--- config.mk ---
export PLATFORM = sky130hd
export DESIGN_NAME = dmem_arbiter_flat
export DESIGN_NICKNAME = d
export VERILOG_FILES = /design/src/rtl/dmem_arbiter_if.sv /design/src/rtl/dmem_arbiter.sv /design/src/flat_wrapper.sv
export SDC_FILE = /design/constraint.sdc
export NUM_CORES = 1
export LEC_CHECK = 0
export ABC_AREA = 1
export BUFFER_PORTS_ARGS = -buffer_cell sky130_fd_sc_hd__buf_4
export CAP_MARGIN = 25
export CORE_AREA = 2 2 119 121
export CTS_CLUSTER_DIAMETER = 150
export DETAILED_ROUTE_END_ITERATION = 7
export DIE_AREA = 0 0 121 123
export GPL_TIMING_DRIVEN = 0
export HOLD_SLACK_MARGIN = 0.05
export PLACE_DENSITY = 0.9
export SYNTH_ARGS = -nofsm -noshare
export SYNTH_HDL_FRONTEND = slang
export SYNTH_SLANG_ARGS = --single-unit
export TNS_END_PERCENT = 1
--- constraint.sdc ---
create_clock -name clk -period 5.8 [get_ports clk]
set_input_delay 0.29 -clock clk [delete_from_list [all_inputs] [get_ports clk]]
set_output_delay 0.29 -clock clk [all_outputs]
set_load 0.02 [all_outputs]
--- src/rtl/dmem_arbiter_if.sv ---
// Request/response and memory-side signal bundle for the data-memory arbiter.
interface dmem_arbiter_if #(
  parameter int unsigned DATA_W = 32,
  parameter int unsigned ADDR_W = 32
);

  // Port A: CPU load/store path
  logic              a_req;
  logic              a_we;
  logic [ADDR_W-1:0] a_addr;
  logic [DATA_W-1:0] a_wdata;
  logic              a_gnt;
  logic              a_done;
  logic              a_err;
  logic [DATA_W-1:0] a_rdata;

  // Port B: secondary master (loader/debug/DMA)
  logic              b_req;
  logic              b_we;
  logic [ADDR_W-1:0] b_addr;
  logic [DATA_W-1:0] b_wdata;
  logic              b_gnt;
  logic              b_done;
  logic              b_err;
  logic [DATA_W-1:0] b_rdata;

  // Single-port memory side
  logic [ADDR_W-1:0] mem_addr;
  logic              mem_wrEn;
  logic [DATA_W-1:0] mem_wdata;
  logic [DATA_W-1:0] mem_rdata;

  logic              busy;

  // Arbiter view
  modport slave (
    input  a_req, a_we, a_addr, a_wdata,
    output a_gnt, a_done, a_err, a_rdata,
    input  b_req, b_we, b_addr, b_wdata,
    output b_gnt, b_done, b_err, b_rdata,
    output mem_addr, mem_wrEn, mem_wdata,
    input  mem_rdata,
    output busy
  );

  // Requester/memory view
  modport master (
    output a_req, a_we, a_addr, a_wdata,
    input  a_gnt, a_done, a_err, a_rdata,
    output b_req, b_we, b_addr, b_wdata,
    input  b_gnt, b_done, b_err, b_rdata,
    input  mem_addr, mem_wrEn, mem_wdata,
    output mem_rdata,
    input  busy
  );

endinterface

--- src/rtl/dmem_arbiter.sv ---
// Two-port round-robin arbiter and sequencer in front of a single-port data memory.
// One word transaction at a time: IDLE -> CMD -> [WAIT x RD_LAT, aligned reads] -> DONE -> IDLE.
module dmem_arbiter #(
  parameter int unsigned DATA_W = 32,
  parameter int unsigned ADDR_W = 32,
  parameter int unsigned RD_LAT = 1
) (
  input  logic          clk,
  input  logic          rst,
  dmem_arbiter_if.slave bus
);

  localparam int unsigned CNT_W = (RD_LAT > 1) ? $clog2(RD_LAT) : 1;

  localparam logic [1:0] S_IDLE = 2'd0;
  localparam logic [1:0] S_CMD  = 2'd1;
  localparam logic [1:0] S_WAIT = 2'd2;
  localparam logic [1:0] S_DONE = 2'd3;

  logic [1:0]        state_q,   state_d;
  logic              last_b_q,  last_b_d;
  logic              win_b_q,   win_b_d;
  logic              we_q,      we_d;
  logic [ADDR_W-1:0] addr_q,    addr_d;
  logic [DATA_W-1:0] wdata_q,   wdata_d;
  logic [CNT_W-1:0]  cnt_q,     cnt_d;
  logic [DATA_W-1:0] a_rdata_q, a_rdata_d;
  logic [DATA_W-1:0] b_rdata_q, b_rdata_d;
  logic              a_gnt_q,   a_gnt_d;
  logic              b_gnt_q,   b_gnt_d;
  logic              a_done_q,  a_done_d;
  logic              b_done_q,  b_done_d;
  logic              a_err_q,   a_err_d;
  logic              b_err_q,   b_err_d;
  logic              wr_en_q,   wr_en_d;
  logic              busy_q,    busy_d;

  logic              pick_b_c;
  logic              aligned_c;
  logic              mis_d_c;

  // B wins when it is the only requester, or on a tie when A was served last
  assign pick_b_c  = bus.b_req && (!bus.a_req || !last_b_q);
  assign aligned_c = (addr_q[1:0] == 2'b00);
  assign mis_d_c   = (addr_d[1:0] != 2'b00);

  // Next-state, latched transaction and registered-output computation
  always_comb begin
    state_d   = state_q;
    last_b_d  = last_b_q;
    win_b_d   = win_b_q;
    we_d      = we_q;
    addr_d    = addr_q;
    wdata_d   = wdata_q;
    cnt_d     = cnt_q;
    a_rdata_d = a_rdata_q;
    b_rdata_d = b_rdata_q;

    case (state_q)
      S_IDLE: begin
        if (bus.a_req || bus.b_req) begin
          win_b_d  = pick_b_c;
          last_b_d = pick_b_c;
          we_d     = pick_b_c ? bus.b_we    : bus.a_we;
          addr_d   = pick_b_c ? bus.b_addr  : bus.a_addr;
          wdata_d  = pick_b_c ? bus.b_wdata : bus.a_wdata;
          state_d  = S_CMD;
        end
      end
      S_CMD: begin
        if (aligned_c && !we_q) begin
          cnt_d   = CNT_W'(RD_LAT - 1);
          state_d = S_WAIT;
        end else begin
          // Misaligned read returns zero; writes leave read data untouched
          if (!aligned_c && !we_q) begin
            if (win_b_q) b_rdata_d = '0;
            else         a_rdata_d = '0;
          end
          state_d = S_DONE;
        end
      end
      S_WAIT: begin
        if (cnt_q == '0) begin
          if (win_b_q) b_rdata_d = bus.mem_rdata;
          else         a_rdata_d = bus.mem_rdata;
          state_d = S_DONE;
        end else begin
          cnt_d = cnt_q - CNT_W'(1);
        end
      end
      default: begin
        state_d = S_IDLE;
      end
    endcase

    a_gnt_d  = (state_d == S_CMD)  && !win_b_d;
    b_gnt_d  = (state_d == S_CMD)  &&  win_b_d;
    a_done_d = (state_d == S_DONE) && !win_b_d;
    b_done_d = (state_d == S_DONE) &&  win_b_d;
    a_err_d  = a_done_d && mis_d_c;
    b_err_d  = b_done_d && mis_d_c;
    wr_en_d  = (state_d == S_CMD) && we_d && !mis_d_c;
    busy_d   = (state_d != S_IDLE);
  end

  // State and output registers; reset drops any in-flight transaction
  always_ff @(posedge clk or posedge rst) begin
    if (rst) begin
      state_q   <= S_IDLE;
      last_b_q  <= 1'b1;
      win_b_q   <= 1'b0;
      we_q      <= 1'b0;
      addr_q    <= '0;
      wdata_q   <= '0;
      cnt_q     <= '0;
      a_rdata_q <= '0;
      b_rdata_q <= '0;
      a_gnt_q   <= 1'b0;
      b_gnt_q   <= 1'b0;
      a_done_q  <= 1'b0;
      b_done_q  <= 1'b0;
      a_err_q   <= 1'b0;
      b_err_q   <= 1'b0;
      wr_en_q   <= 1'b0;
      busy_q    <= 1'b0;
    end else begin
      state_q   <= state_d;
      last_b_q  <= last_b_d;
      win_b_q   <= win_b_d;
      we_q      <= we_d;
      addr_q    <= addr_d;
      wdata_q   <= wdata_d;
      cnt_q     <= cnt_d;
      a_rdata_q <= a_rdata_d;
      b_rdata_q <= b_rdata_d;
      a_gnt_q   <= a_gnt_d;
      b_gnt_q   <= b_gnt_d;
      a_done_q  <= a_done_d;
      b_done_q  <= b_done_d;
      a_err_q   <= a_err_d;
      b_err_q   <= b_err_d;
      wr_en_q   <= wr_en_d;
      busy_q    <= busy_d;
    end
  end

  assign bus.a_gnt     = a_gnt_q;
  assign bus.a_done    = a_done_q;
  assign bus.a_err     = a_err_q;
  assign bus.a_rdata   = a_rdata_q;
  assign bus.b_gnt     = b_gnt_q;
  assign bus.b_done    = b_done_q;
  assign bus.b_err     = b_err_q;
  assign bus.b_rdata   = b_rdata_q;
  assign bus.mem_addr  = addr_q;
  assign bus.mem_wrEn  = wr_en_q;
  assign bus.mem_wdata = wdata_q;
  assign bus.busy      = busy_q;

endmodule
--- src/flat_wrapper.sv ---
// flat-port wrapper written by rule: the top's interface ports become plain ports
module dmem_arbiter_flat 
#(
  parameter int unsigned DATA_W = 32,
  parameter int unsigned ADDR_W = 32,
  parameter int unsigned RD_LAT = 1
)
  (clk, rst, bus_a_req, bus_a_we, bus_a_addr, bus_a_wdata, bus_a_gnt, bus_a_done, bus_a_err, bus_a_rdata, bus_b_req, bus_b_we, bus_b_addr, bus_b_wdata, bus_b_gnt, bus_b_done, bus_b_err, bus_b_rdata, bus_mem_addr, bus_mem_wrEn, bus_mem_wdata, bus_mem_rdata, bus_busy);
  dmem_arbiter_if #(.DATA_W(DATA_W), .ADDR_W(ADDR_W)) bus_i ();
  input  logic clk;
  input  logic rst;
  input wire logic [$bits(bus_i.a_req)-1:0] bus_a_req;
  input wire logic [$bits(bus_i.a_we)-1:0] bus_a_we;
  input wire logic [$bits(bus_i.a_addr)-1:0] bus_a_addr;
  input wire logic [$bits(bus_i.a_wdata)-1:0] bus_a_wdata;
  output wire logic [$bits(bus_i.a_gnt)-1:0] bus_a_gnt;
  output wire logic [$bits(bus_i.a_done)-1:0] bus_a_done;
  output wire logic [$bits(bus_i.a_err)-1:0] bus_a_err;
  output wire logic [$bits(bus_i.a_rdata)-1:0] bus_a_rdata;
  input wire logic [$bits(bus_i.b_req)-1:0] bus_b_req;
  input wire logic [$bits(bus_i.b_we)-1:0] bus_b_we;
  input wire logic [$bits(bus_i.b_addr)-1:0] bus_b_addr;
  input wire logic [$bits(bus_i.b_wdata)-1:0] bus_b_wdata;
  output wire logic [$bits(bus_i.b_gnt)-1:0] bus_b_gnt;
  output wire logic [$bits(bus_i.b_done)-1:0] bus_b_done;
  output wire logic [$bits(bus_i.b_err)-1:0] bus_b_err;
  output wire logic [$bits(bus_i.b_rdata)-1:0] bus_b_rdata;
  output wire logic [$bits(bus_i.mem_addr)-1:0] bus_mem_addr;
  output wire logic [$bits(bus_i.mem_wrEn)-1:0] bus_mem_wrEn;
  output wire logic [$bits(bus_i.mem_wdata)-1:0] bus_mem_wdata;
  input wire logic [$bits(bus_i.mem_rdata)-1:0] bus_mem_rdata;
  output wire logic [$bits(bus_i.busy)-1:0] bus_busy;
  assign bus_i.a_req = bus_a_req;
  assign bus_i.a_we = bus_a_we;
  assign bus_i.a_addr = bus_a_addr;
  assign bus_i.a_wdata = bus_a_wdata;
  assign bus_a_gnt = bus_i.a_gnt;
  assign bus_a_done = bus_i.a_done;
  assign bus_a_err = bus_i.a_err;
  assign bus_a_rdata = bus_i.a_rdata;
  assign bus_i.b_req = bus_b_req;
  assign bus_i.b_we = bus_b_we;
  assign bus_i.b_addr = bus_b_addr;
  assign bus_i.b_wdata = bus_b_wdata;
  assign bus_b_gnt = bus_i.b_gnt;
  assign bus_b_done = bus_i.b_done;
  assign bus_b_err = bus_i.b_err;
  assign bus_b_rdata = bus_i.b_rdata;
  assign bus_mem_addr = bus_i.mem_addr;
  assign bus_mem_wrEn = bus_i.mem_wrEn;
  assign bus_mem_wdata = bus_i.mem_wdata;
  assign bus_i.mem_rdata = bus_mem_rdata;
  assign bus_busy = bus_i.busy;
  dmem_arbiter #(.DATA_W(DATA_W), .ADDR_W(ADDR_W), .RD_LAT(RD_LAT)) u_core (.clk(clk), .rst(rst), .bus(bus_i));
endmodule
==> flow_summary.yaml <==
run_status:
  status: "finished, final reports clean"
worst_setup_path:
  cpPeakStageDelay_ps: 440
  r2r-start: "u_core.state_q[0]"
  cp_cell_sequence: "inv_1 -> ha_1 -> nand3_2 -> clkbuf_1 -> nand2_1 -> o21ai_0"
  crit_start: "u_core.state_q[0]"
  crit_type: "reg2reg"
  critPathCaptureType: "flop"
  path_delay_family: "adder cells"
  worstPathMaxFanout: 10
  cp-start-kind: "flop"
  crit_required_ps: 6070
  cp.arrival_ps: 2130
  worst-path-buf-inv: 2
  cp_slowest_cell: "ha_1"
pwr:
  power.leakage_nw: 4.791
  power_density_nw_per_um2: 612.4
  vdd_drop_max_v: 0.0003706
hold_path:
  min_path_type: "in2reg"
  min_from: "bus_mem_rdata[29]"
timing:
  fin_worst_skew_ps: 8.186
  rsz0062_at_grt: "no"
  tightest_slew_ps: 638.3
  fin_setup_tns_ps: 0
  finalHoldViolCount: 0
  finalMaxSlewViolations: 0
  setup_viol_count_final: 0
  min_period_ps: 1851
  fin_crit_sh: 0.3191
  timing.fmax_mhz: 540.2
  max-slew-margin-rel: 0.5745
synthesis:
  syn_area_um2: 6141
  synth_xor_area_frac: 0
  synth_cell_type_count: 25
  synth_area_per_cell_um2: 8.760
  syn_inst: 701
  synth_top_family_by_area: "simple AND/OR/NAND/NOR gates"
  synth-compound-area-share: 0.1616
  synthAdderAreaFrac: 0.008150
  muxShareOfSynthArea: 0
  yosysWarnings: 0
  seq_area_frac_synth: 0.5748
  synthSimpleGateAreaFrac: 0.2019
  synth-seq-cells: 141
  syn_nets: 871
floorplanning:
  die_area_um2: 14880
  die_width_um: 121
  core_area_um2: 13610
  initial_core_util: 0.4511
  num_rows: 43
  io_pins: 302
  die_h_um: 123
routing:
  vias: 6302
  firstDrtPassIters: 5
  viasPerCell: 5.183
  ant_nets: 0
  routed_wl_um: 20430
  drt_first_iter_violations: 516
  drc: 0
  wl_per_cell_um: 16.80
global_route:
  grt-ovfl-total: 0
  antenna_found_initial: 0
  grt_max_degree: 72
  grt_pass1_wl_um: 31740
  grt_pass1_vias: 6267
  track_usage: 0.2755
cts:
  cts_inserted_buffers: 17
  cts_tree: "built"
  clock-sinks: 141
  clock_path_buffers: 2
  worstSkewPairLatency_ps: 410
  cts_root_buffer: "clkbuf_16"
  htree_num_levels: 4
  cts_setup_buffers: 0
  clk_pin_slew_ps: 60
cells_and_area:
  final_nets: 1193
  stdcell_area_um2: 9265
  antenna_cells: 0
  syn2layout_area_growth_pct: 50.88
  drive_above_1_share: 0.3745
place:
  hpwlAfterDp_um: 15350
  io_buffers: 301
  postPlaceCellArea_um2: 8658
  gp_congestion: 0.9203
job:
  maxCapViolations: 0
[cell usage after synthesis]
cell type	count	area, µm²
buf_2	19	95.09
clkbuf_2	7	35.03
ha_1	4	50.05
clkbuf_1	13	48.80
nand3b_1	3	22.52
o21ai_2	1	8.760
nand2_1	177	664.4
o21ai_1	81	405.4
dfstp_2	1	26.28
nand3_2	4	40.04
nor2_1	71	266.5
buf_4	4	30.03
nor2_4	2	22.52
a21oi_4	1	16.27
dfrtp_1	140	3503
nor2_2	1	6.260
nand3_1	36	180.2
o21ai_0	109	545.5
nand4_1	1	6.260
inv_2	2	7.510
inv_1	12	45.04
o21ai_4	1	16.27
buf_6	6	67.56
or2_2	1	6.260
nand2_2	4	25.02
[worst register-to-register path: cells and delay by family, from the launching register on]
| family | cells | cell delay, ps |
|---|---|---|
| AO/OA/AOI/OAI | 1 | 90 |
| AND/OR/NAND/NOR | 2 | 390 |
| buffers and inverters | 2 | 410 |
| flip-flops | 1 | 390 |
| adder cells (fa/ha/maj) | 1 | 440 |
[cells in the final DEF, fill, tap and decap left out]
| master | count |
|---|---|
| o21ai_2 | 1 |
| inv_6 | 1 |
| o21ai_0 | 109 |
| ha_1 | 4 |
| nor2_1 | 71 |
| nand2_2 | 4 |
| clkbuf_1 | 14 |
| or2_2 | 1 |
| o21ai_1 | 81 |
| o21ai_4 | 1 |
| inv_1 | 11 |
| a21oi_4 | 1 |
| nor2_2 | 1 |
| nand3_1 | 36 |
| bufinv_16 | 2 |
| nor2_4 | 2 |
| buf_4 | 305 |
| clkinvlp_4 | 5 |
| buf_6 | 6 |
| dlygate4sd3_1 | 1 |
| dfrtp_1 | 140 |
| clkbuf_2 | 7 |
| buf_16 | 1 |
| clkbuf_16 | 17 |
| dfstp_2 | 1 |
| nand4_1 | 1 |
| nand3b_1 | 3 |
| nand3_2 | 4 |
| buf_2 | 19 |
| nand2_1 | 177 |
| clkinv_2 | 3 |
| inv_2 | 2 |
| clkbuf_8 | 4 |
[kinds of logic (layout without fill, tap and decap cells)]
group | after synthesis | in the layout
adders and majority gates | 4 | 4
AOI/OAI and AO/OA | 193 | 193
DFF | 141 | 141
and+or+nand+nor | 300 | 300
buffers and inverters | 63 | 398
[final cells by class]
type | instances | area, µm²
clock buffer | 22 | 484.2
sequential | 141 | 3530
inverter | 14 | 57.56
tap | 180 | 225.2
timing repair buffer | 303 | 2297
buffer | 49 | 276.5
clock inverter | 10 | 112.6
multi-input combinational | 497 | 2282
fill | 1054 | 4347
[through the flow]
step | util | hold WS (ps) | setup WS [ps] | power (mW) | cells
2_1_floorplan | - | 427.7 | 1730 | 3.352 | 701
3_3_place_gp | 0.6337 | 454.6 | 138.4 | 4.489 | 1182
3_5_place_dp | 0.6361 | 429.4 | 3958 | 4.581 | 1183
4_1_cts | 0.6807 | 99.49 | 3951 | 5.684 | 1216
5_1_grt | 0.6807 | 97.13 | 3790 | 6.038 | 1216
6_report | 0.6807 | 111.6 | 3949 | 5.674 | 1216
[final timing paths]
kind	depth (start not counted)	slack, ps	end
min in group asynchronous	3	530	u_core.bus.b_err
setup / recovery	6	3950	u_core.bus.a_rdata[10]
setup reg to reg	6	3950	u_core.bus.a_rdata[10]
hold reg to reg	2	470	u_core.last_b_q
hold / removal	3	110	u_core.bus.b_rdata[29]
max in group asynchronous	4	4480	u_core.last_b_q
[registers in the layout, indices dropped and copies added (netlist names)]
name / cells
u_core.bus.a_done: 1
u_core.bus.a_err: 1
u_core.bus.a_gnt: 1
u_core.bus.a_rdata: 32
u_core.bus.b_done: 1
u_core.bus.b_err: 1
u_core.bus.b_gnt: 1
u_core.bus.b_rdata: 32
u_core.bus.busy: 1
u_core.bus.mem_addr: 32
u_core.bus.mem_wdata: 32
u_core.bus.mem_wrEn: 1
u_core.last_b_q: 1
u_core.state_q: 2
u_core.we_q: 1
u_core.win_b_q: 1
[power by group]
part           internal (mW)  switching [mW]
sequential              1.42           0.254
clock                  0.676           0.410
combinational           1.07            1.83
total                   3.18            2.50
[layer usage]
layer	global-route usage	vias to the layer above	wire, µm
li1	-	2965	-
met4	0.1119	0	693
met5	0	-	0
met1	0.3488	3018	7989
met2	0.4459	267	10200
met3	0.07980	52	1546
[what timing repair did]
item | CTS | global route
hold buffers | 1 | 0
endpoints found under the hold margin | 70 | 0
resized for setup | 0 | 0
No activity file was read; power rests on OpenSTA's default activity.
